`config.mk`:
```
export PLATFORM = sky130hd
export DESIGN_NAME = serial_pattern_gen
export DESIGN_NICKNAME = d
export VERILOG_FILES = /design/src/rtl/serial_pattern_gen_pkg.sv /design/src/rtl/pattern_shift_reg.sv /design/src/rtl/serial_pattern_gen.sv
export SDC_FILE = /design/constraint.sdc
export NUM_CORES = 1
export LEC_CHECK = 0
export BUFFER_PORTS_ARGS = -buffer_cell sky130_fd_sc_hd__buf_2
export CAP_MARGIN = 20
export CORE_ASPECT_RATIO = 1.2
export CORE_MARGIN = 3
export CORE_UTILIZATION = 55
export CTS_CLUSTER_DIAMETER = 120
export CTS_CLUSTER_SIZE = 20
export DETAILED_ROUTE_END_ITERATION = 10
export PLACE_DENSITY = 0.81
export RECOVER_POWER = 25
export REMOVE_ABC_BUFFERS = 1
export SLEW_MARGIN = 20
export SYNTH_ARGS = -nofsm -noshare
export SYNTH_HDL_FRONTEND = slang
export SYNTH_SLANG_ARGS = --single-unit
```
`constraint.sdc`:
```
create_clock -name Clock -period 2.82 [get_ports Clock]
set_clock_uncertainty 0.1 [all_clocks]
set_input_delay 0 -clock Clock [delete_from_list [all_inputs] [get_ports Clock]]
set_output_delay 0 -clock Clock [all_outputs]
set_load 0.02 [all_outputs]
```
`src/rtl/serial_pattern_gen_pkg.sv`:
```
// Shared definitions for the serial pattern generator: state encoding,
// default pattern width and the length clamp helper.
package serial_pattern_gen_pkg;

   localparam int DEFAULT_WIDTH = 8;

   typedef enum logic [2:0] {
      IDLE  = 3'b000,
      SHIFT = 3'b001,
      DONE  = 3'b010
   } state_t;

   // Requested lengths above the register width are sent as a full-width pattern
   function automatic int unsigned clampLen(input int unsigned reqLen, input int unsigned maxLen);
      return (reqLen > maxLen) ? maxLen : reqLen;
   endfunction

endpackage

```
`src/rtl/pattern_shift_reg.sv`:
```
// Parallel-load, left-shift register whose MSB is the serial output bit.
// Clear has priority over load, and load has priority over shift.
module pattern_shift_reg
   import serial_pattern_gen_pkg::*;
#(
   parameter int WIDTH = DEFAULT_WIDTH
) (
   input  logic             Clock,
   input  logic             Resetn,
   input  logic             clear_i,
   input  logic             load_i,
   input  logic             shift_i,
   input  logic [WIDTH-1:0] data_i,
   output logic             msb_o
);

   logic [WIDTH-1:0] sr_q;

   // Hold the pattern being sent; zeros enter from the right as bits leave the top
   always_ff @(posedge Clock or negedge Resetn) begin
      if (!Resetn) begin
         sr_q <= '0;
      end else if (clear_i) begin
         sr_q <= '0;
      end else if (load_i) begin
         sr_q <= data_i;
      end else if (shift_i) begin
         sr_q <= {sr_q[WIDTH-2:0], 1'b0};
      end
   end

   assign msb_o = sr_q[WIDTH-1];

endmodule

```
`src/rtl/serial_pattern_gen.sv`:
```
// Serial pattern generator: sends a left-justified parallel pattern MSB-first
// on w_o, framed by busy_o/done_o, with w_valid_o qualifying each data bit.
// Optional feature: define SERIAL_PATTERN_GEN_REPEAT_EN to add repeat_i, which
// reloads the captured pattern on the last bit for gapless repetition.
module serial_pattern_gen
   import serial_pattern_gen_pkg::*;
#(
   parameter  int WIDTH = DEFAULT_WIDTH,
   localparam int CW    = $clog2(WIDTH + 1)
) (
   input  logic             Clock,
   input  logic             Resetn,
   input  logic             start_i,
   input  logic [WIDTH-1:0] pattern_i,
   input  logic [CW-1:0]    len_i,
   input  logic             abort_i,
`ifdef SERIAL_PATTERN_GEN_REPEAT_EN
   input  logic             repeat_i,
`endif
   output logic             w_o,
   output logic             w_valid_o,
   output logic             busy_o,
   output logic             done_o
);

   state_t           state_q, state_d;
   logic [CW-1:0]    cnt_q, cnt_d;
   logic [CW-1:0]    clampedLen;
   logic             wValid_q, wValid_d;
   logic             busy_q, busy_d;
   logic             done_q, done_d;
   logic             srClear, srLoad, srShift;
   logic [WIDTH-1:0] srData;

`ifdef SERIAL_PATTERN_GEN_REPEAT_EN
   logic [WIDTH-1:0] shadowPattern_q;
   logic [CW-1:0]    shadowLen_q;
`endif

   // w_o comes straight from the register MSB; the register is cleared whenever
   // the block leaves SHIFT so the line idles at 0 without extra gating.
   pattern_shift_reg #(
      .WIDTH (WIDTH)
   ) u_shiftReg (
      .Clock   (Clock),
      .Resetn  (Resetn),
      .clear_i (srClear),
      .load_i  (srLoad),
      .shift_i (srShift),
      .data_i  (srData),
      .msb_o   (w_o)
   );

   // Decide next state, counter value, next-cycle outputs and shift register controls
   always_comb begin
      state_d    = state_q;
      cnt_d      = cnt_q;
      wValid_d   = 1'b0;
      busy_d     = 1'b0;
      done_d     = 1'b0;
      srClear    = 1'b0;
      srLoad     = 1'b0;
      srShift    = 1'b0;
      srData     = pattern_i;
      clampedLen = CW'(clampLen(32'(len_i), unsigned'(WIDTH)));

      unique case (state_q)
         IDLE: begin
            if (start_i) begin
               busy_d = 1'b1;
               if (clampedLen == '0) begin
                  state_d = DONE;
                  done_d  = 1'b1;
                  srClear = 1'b1;
                  cnt_d   = '0;
               end else begin
                  state_d  = SHIFT;
                  srLoad   = 1'b1;
                  cnt_d    = clampedLen;
                  wValid_d = 1'b1;
               end
            end
         end

         SHIFT: begin
            if (abort_i) begin
               state_d = IDLE;
               srClear = 1'b1;
               cnt_d   = '0;
            end else if (cnt_q == CW'(1)) begin
`ifdef SERIAL_PATTERN_GEN_REPEAT_EN
               if (repeat_i) begin
                  srLoad   = 1'b1;
                  srData   = shadowPattern_q;
                  cnt_d    = shadowLen_q;
                  wValid_d = 1'b1;
                  busy_d   = 1'b1;
               end else begin
                  state_d = DONE;
                  srClear = 1'b1;
                  cnt_d   = '0;
                  busy_d  = 1'b1;
                  done_d  = 1'b1;
               end
`else
               state_d = DONE;
               srClear = 1'b1;
               cnt_d   = '0;
               busy_d  = 1'b1;
               done_d  = 1'b1;
`endif
            end else begin
               srShift  = 1'b1;
               cnt_d    = cnt_q - CW'(1);
               wValid_d = 1'b1;
               busy_d   = 1'b1;
            end
         end

         DONE: begin
            state_d = IDLE;
         end

         default: begin
            state_d = IDLE;
            srClear = 1'b1;
            cnt_d   = '0;
         end
      endcase
   end

   // FSM state, bit counter and registered handshake outputs
   always_ff @(posedge Clock or negedge Resetn) begin
      if (!Resetn) begin
         state_q  <= IDLE;
         cnt_q    <= '0;
         wValid_q <= 1'b0;
         busy_q   <= 1'b0;
         done_q   <= 1'b0;
      end else begin
         state_q  <= state_d;
         cnt_q    <= cnt_d;
         wValid_q <= wValid_d;
         busy_q   <= busy_d;
         done_q   <= done_d;
      end
   end

`ifdef SERIAL_PATTERN_GEN_REPEAT_EN
   // Keep the accepted pattern and length so a repetition can reload them
   always_ff @(posedge Clock or negedge Resetn) begin
      if (!Resetn) begin
         shadowPattern_q <= '0;
         shadowLen_q     <= '0;
      end else if (state_q == IDLE && start_i) begin
         shadowPattern_q <= pattern_i;
         shadowLen_q     <= clampedLen;
      end
   end
`endif

   assign w_valid_o = wValid_q;
   assign busy_o    = busy_q;
   assign done_o    = done_q;

endmodule

```
==> results.md, run 1 <==
* Critical Path AT at 2320 ps
* Placed cell count at roughly 120
* Tot Pwr at 0.000966 W
* Area of the multi-input gates at between 300 and 400 sq um
* Multiplexer share of the synthesized area at 0.0349
* Fillcell total at 112
* Gr ovfl total at 0
* Simple-Gate Fraction of Synth Area at 0.206
* Post-Syn Area at 861 sq um
* Horiz. Die Dim at approximately 42 um
* GRT Util Overall at 0.206
* Register area share after synthesis at 0.494
* First-pass GRT wire length at 3.23 mm
* M2 GR Usage at 0.369
* Vias in the first global route at 787
* Clock slew at reported path FFs at roughly 100 ps
* Register Area at 425 sq um
* Tmin final at around 2200 ps
* Nets at around 130
* Slew HR at 0.395
* Largest net degree at the start of global routing at 20
* Final setup vio count at 0
* Vias at 776
* Area grow syn2layout at 28.5%
* Worst Tran Pin Value at about 900 ps
* Status: finished, final reports clean
* DR pass1 iterations at 4
* Die height at 49.3 um
* Routed Antenna Nets at 0
* Busiest grt layer: met2
* Synth Area in Adders at 0.0291
* Share of layout cells above drive strength 1 at 0.200
* CP endpoint kind: register
* Hpwl dp at 1.25 mm
* # IOs at 20
* PostCTS Resize Cnt at 0
* Post-DR vias/cell at 5.88
* WL/cell at ~15 um
* Core Box Area at 0.00146 sq mm
* H-tree Lvls at 1
* Syn avg cell area at 10.2 sq um
* Clk Latency, worst-skew pair at 290 ps
* Setup TNS at 0 ps
* Crit share post-route at 0.791
* Antenna diodes at 0
* Max cap viols at 0
* Critical-path maximum fanout at 13
* Port bufs at 19
* Kind of critical path: register to register
* Clock Tree Buf Depth at 2
* Non-filler cells, final at 132
* Setup crit start kind: register
* Req. time, crit path at between 2000 and 3000 ps
* Met1 Usage GRT at 0.236
* DR iter-0 viols at 14
* Main combinational cell family by area after synthesis: simple AND/OR/NAND/NOR gates
* Fmax at 0.448 GHz
* Xor/xnor cell area share of the yosys netlist at 0.0203
* Area of the die at roughly 0.0021 sq mm
* Post-CTS Hold Buffers at 13
* Hold crit path type: input port to register
* Placed inst area at ~950 sq um
* M3 GR Usage at 0.0221
* PD cells at slightly below 900 mW/mm^2
* Cell area after layout at 0.00111 sq mm
* Num CTS Buffers at 3
* Initial Util at 0.588
* Leak at 0.496 nW
* # DRC at 0
* Clock root buffer master: clkbuf_4
* Synth cell types at 25
* Peak supply drop at around 0.6 mV
* Final Max Tran Viols at 0
* Gpl congestion at 0.815
* FF+latch count, synth at 17
* Synth warnings at 0
* CTS tree: built
* Setup bufs post-CTS at 0
* RSZ-0062 raised after global routing: false
* Clk sink count at 17
* Wirelength, routed at 1.95 mm
* Final Hold Vio Count at 0
* Synth Area in Compound Gates at 0.167
* FP Rows at 15
* Gate Count Post-Synth at 84
* Antenna violations before repair at 0
-- metrics by stage --
step                      worst slack, ps   util  hold WS (ps)
after floorplan                       794      -          -396
after CTS                             588  0.756          61.6
after global placement                688  0.650          -158
after detailed placement              606  0.650          -156
final                                 590  0.756          74.2
after global routing                  498  0.756           107
-- routing by layer --
metal,up-vias,wire (um)
met5,-,0
met1,378,791
li1,371,-
met3,4,87
met2,23,1030
met4,0,32
-- kinds of logic (layout without fill, tap and decap cells) --
logic type      Yosys count  after routing
simple gates             32             32
compound gates           20             20
flops                    17             17
buf+inv                   8             39
mux                       3              3
fa+ha+maj                 2              2
xor+xnor                  2              2
-- worst paths after layout --
| check | slack, ps | startpoint | cells past startpoint | end |
|---|---|---|---|---|
| worst min-delay path | 70 | len_i[2] | 4 | cnt_q[2] |
| worst max-delay path | 590 | cnt_q[0] | 5 | u_shiftReg.sr_q[3] |
| min in group asynchronous | 250 | Resetn | 2 | cnt_q[0] |
| max in group asynchronous | 1820 | Resetn | 2 | u_shiftReg.sr_q[2] |
| worst max register to register | 590 | cnt_q[0] | 5 | u_shiftReg.sr_q[3] |
| worst min register to register | 400 | state_q[1] | 1 | state_q[1] |
-- layout make-up --
type	instances	share of cell area
multi-input cells	59	0.356
flip-flops and latches	17	0.385
well taps	17	0.0192
repair buffers	33	0.209
inverters	2	0.00679
clock buffers	4	0.0238
-- report_power, final --
part	internal [W]	switching [W]
clock network	0.0000550	0.0000754
registers	0.000345	0.0000685
logic	0.000193	0.000229
total	0.000593	0.000373
-- worst max-delay path: stages (launching register included) --
cell and delay (ps):
dfrtp_1 450, ha_1 210, nor3b_1 150, or4b_1 740
mux2i_1 210, a211oi_1 270
-- flip-flops by register name, indices dropped and copies added, names as in the netlist --
| name | cells |
|---|---|
| busy_o | 1 |
| u_shiftReg.sr_q | 8 |
| done_o | 1 |
| cnt_q | 4 |
| state_q | 2 |
| w_valid_o | 1 |
-- placed cells by master, fill, tap and decap left out, drive strengths merged, types with 2 or more instances in the layout --
master       count
or3              2
nand2b           2
nor3            12
o22ai            8
a21oi            7
clkbuf           5
dlygate4sd3     13
nor3b            4
nor2             4
nand2            3
inv              2
buf             19
ha               2
mux2i            3
nand3b           2
xnor2            2
dfrtp           17
a211oi           2
-- cell usage after synthesis --
library cell   n  area, sq um
a211oi_1       2         15.0
a21oi_1        7         35.0
a22o_1         1         8.76
buf_1          1         3.75
buf_2          3         15.0
buf_6          1         11.3
clkbuf_1       1         3.75
dfrtp_1       17          425
ha_1           2         25.0
inv_1          2         7.51
mux2i_1        3         30.0
nand2_1        3         11.3
nand2b_1       2         12.5
nand3_1        1         5.00
nand3b_1       2         15.0
nor2_1         4         15.0
nor3_1        12         60.1
nor3b_1        4         30.0
nor4_1         1         6.26
o21bai_1       1         7.51
o22ai_1        8         50.1
o32ai_4        1         27.5
or3_1          2         12.5
or4b_1         1         10.0
xnor2_1        2         17.5
Note: power is estimated with default switching activity, not from simulation.
==> inputs of run 2 (changes only) <==
--- a/config.mk
+++ b/config.mk
@@ -9,11 +9,11 @@
 export CAP_MARGIN = 20
 export CORE_ASPECT_RATIO = 1.2
 export CORE_MARGIN = 3
-export CORE_UTILIZATION = 55
+export CORE_UTILIZATION = 46
 export CTS_CLUSTER_DIAMETER = 120
 export CTS_CLUSTER_SIZE = 20
 export DETAILED_ROUTE_END_ITERATION = 10
-export PLACE_DENSITY = 0.81
+export PLACE_DENSITY = 0.73
 export RECOVER_POWER = 25
 export REMOVE_ABC_BUFFERS = 1
 export SLEW_MARGIN = 20
==> constraint.sdc (replaced) <==
create_clock -name Clock -period 1.9 [get_ports Clock]
set_clock_uncertainty 0.1 [all_clocks]
set_input_delay 0 -clock Clock [delete_from_list [all_inputs] [get_ports Clock]]
set_output_delay 0 -clock Clock [all_outputs]
set_load 0.02 [all_outputs]
==> results.md, run 2 (same netlist as run 1, synthesis figures left out) <==
* Initial Util at 0.506 (-0.0822)
* Int Power at 0.00102 W (+72%)
* # IOs at 20 (unchanged)
* Sequential share of power at 0.382 (-0.046)
* Worst reg-to-reg setup slack at -110 ps (-700 ps)
* DR pass1 iterations at 4 (unchanged)
* Setup crit start kind: register
* Final WS setup at -106 ps (-696 ps)
* Clock Tree Buf Depth at 2 (unchanged)
* Final setup vio count at 1 (+1)
* Vias in the first global route at 782 (-0.64%)
* Most common cell after layout, fill and taps aside: buf_2
* Most frequent cells in the layout: buf_2 (18), dfrtp_1 (17), dlygate4sd3_1 (12)
* Setup TNS at -106 ps (-106 ps)
* Status: finished with violations
* Sw frac at 0.384 (-0.00213)
* Max cap viols at 0 (unchanged)
* # DRC at 0 (unchanged)
* Req. time, crit path at 1990 ps (-920 ps)
* Final Hold Vio Count at 0 (unchanged)
* H-tree Lvls at 1 (unchanged)
* Pre-CTS WS at -21.0 ps (-627 ps)
* Share of layout cells above drive strength 1 at 0.349 (+0.149)
* Reg2reg end: u_shiftReg.sr_q[3]
* Regs by FF count: u_shiftReg.sr_q x8, cnt_q x4, state_q x2
* Post-DR vias/cell at 5.80 (-1.4%)
* Crit Reg-Reg Startpoint: cnt_q[1]
* Fmax at 0.499 GHz (+11%)
* CP endpoint kind: register
* Largest register FFs at 8 (unchanged)
* Wirelength, routed at 2.09 mm (+7.5%)
* Clk Latency, worst-skew pair at 290 ps (about the same)
* Failing checks: negative setup slack
* Clk sink count at 17 (unchanged)
* Fillcell total at 127 (+13%)
* Core Box Area at 0.00170 sq mm (+16%)
* PD cells at 1330 mW/mm^2 (+53%)
* Leak at 0.571 nW (+15%)
* Top reg by flops: u_shiftReg.sr_q
* CTS tree: built
* R2R cell count at 7 (+2)
* Hold_sp: len_i[2]
* Largest net degree at the start of global routing at 18 (-10%)
* Worst Tran Pin Value at 902 ps (-4.46 ps)
* Slew HR at 0.398 (+0.00297)
* Area of the die at 0.00243 sq mm (+17%)
* Area of the multi-input gates at 435 sq um (+10%)
* Antenna violations before repair at 0 (unchanged)
* Peak supply drop at 0.741 mV (+23%)
* WHS Endpoint: cnt_q[2]
* GRT Util Overall at 0.194 (-0.0117)
* Nets at 145 (+8.2%)
* Tmin final at 2010 ps (-224 ps)
* Antenna diodes at 0 (unchanged)
* Final Max Tran Viols at 0 (unchanged)
* Clock slew at reported path FFs at 100 ps (about the same)
* WHS Path Cells at 4 (unchanged)
* DR iter-0 viols at 22 (+8)
* Routed Antenna Nets at 0 (unchanged)
* Clock share of power at 0.118 (-0.017)
* Placed inst area at 0.00102 sq mm (+7.2%)
* Horiz. Die Dim at 45.5 um (+8.0%)
* Kind of critical path: register to register
* FP Rows at 16 (+1)
* Critical Path AT at 2100 ps (-220 ps)
* Net Switching at 0.000634 W (+70%)
* Critical-path maximum fanout at 6 (-7)
* First-pass GRT wire length at 3.41 mm (+5.5%)
* Die height at 53.4 um (+8.2%)
* Num CTS Buffers at 3 (unchanged)
* Gr ovfl total at 0 (unchanged)
* Post-layout util at 0.727 (-0.0283)
* Hold crit path type: input port to register
* RSZ-0062 raised after global routing: true
* Port bufs at 19 (unchanged)
* Area grow syn2layout at 43.8%
* Gpl congestion at 0.803 (-1.5%)
* WL/cell at 14.5 um (-1.5%)
* Clock root buffer master: clkbuf_4
* Hpwl dp at 1.33 mm (+6.4%)
* Vias at 835 (+7.6%)
* Comb power frac at 0.500 (+0.063)
* Register Area at 425 sq um (unchanged)
* Crit share post-route at 1.06 (+0.265)
* Cell area after layout at 0.00124 sq mm (+12%)
run 2: cell count changes in the layout (fill, tap and decap cells not counted), moves of 2 or more:
cell and delta:
buf_6 +2, nor3_2 +2, nor3_1 -2, buf_4 +10
run 2: final cells by class:
class                   count  area share
repair buffers             44       0.258
flip-flops and latches     17       0.344
inverters                   2     0.00607
clock buffers               3      0.0182
well taps                  18      0.0182
multi-input cells          59       0.352
clock inverters             1     0.00404
run 2: worst max path at each step:
| stage | to | depth (start not counted) | slack, ps | startpoint |
|---|---|---|---|---|
| after floorplan | u_shiftReg.sr_q[3] | 5 | -130 | cnt_q[0] |
| after detailed placement | u_shiftReg.sr_q[7] | 7 | -20 | cnt_q[1] |
| final | u_shiftReg.sr_q[3] | 7 | -110 | cnt_q[1] |
| after global placement | u_shiftReg.sr_q[7] | 6 | -20 | cnt_q[0] |
| after CTS | u_shiftReg.sr_q[7] | 6 | -20 | cnt_q[0] |
| after global routing | u_shiftReg.sr_q[3] | 7 | -170 | cnt_q[1] |
run 2: stage by stage:
stage,cells,total power (W),hold WS [ps]
after floorplan,78,0.00106,-396
after global placement,125,0.00129,-164
after detailed placement,125,0.00131,-155
after CTS,143,0.00156,45.3
after global routing,144,0.00176,94.9
final,144,0.00165,56.9
run 2: layer usage:
| metal | up-vias | GRT usage | wire, um |
|---|---|---|---|
| met5 | - | 0 | 0 |
| met4 | 0 | 0.0878 | 12 |
| met3 | 2 | 0.0204 | 96 |
| met2 | 28 | 0.333 | 1090 |
| met1 | 412 | 0.238 | 893 |
| li1 | 393 | - | - |
run 2: repair_timing:
action                                 4_1_cts  5_1_grt
cloned                                       0        0
buffers inserted                             2        1
setup endpoints to repair                    5       10
gates resized for setup                      4        8
pin swaps                                    3        3
endpoints found under the hold margin       29        0
hold buffers                                12        0
run 2: power groups by stage:
stage	registers [W]	logic, W	clock network (W)
6_report	0.000631	0.000826	0.000195
5_1_grt	0.000649	0.000902	0.000209
4_1_cts	0.000611	0.000752	0.000201
3_5_place_dp	0.000617	0.000692	0
3_3_place_gp	0.000610	0.000678	0
2_1_floorplan	0.000665	0.000392	0
run 2: critical path, stage by stage (launching register included):
cell,delay (ps)
dfrtp_1,380
inv_2,50
ha_2,160
nor3b_4,150
or4b_4,510
buf_6,160
mux2i_1,120
a211oi_1,280
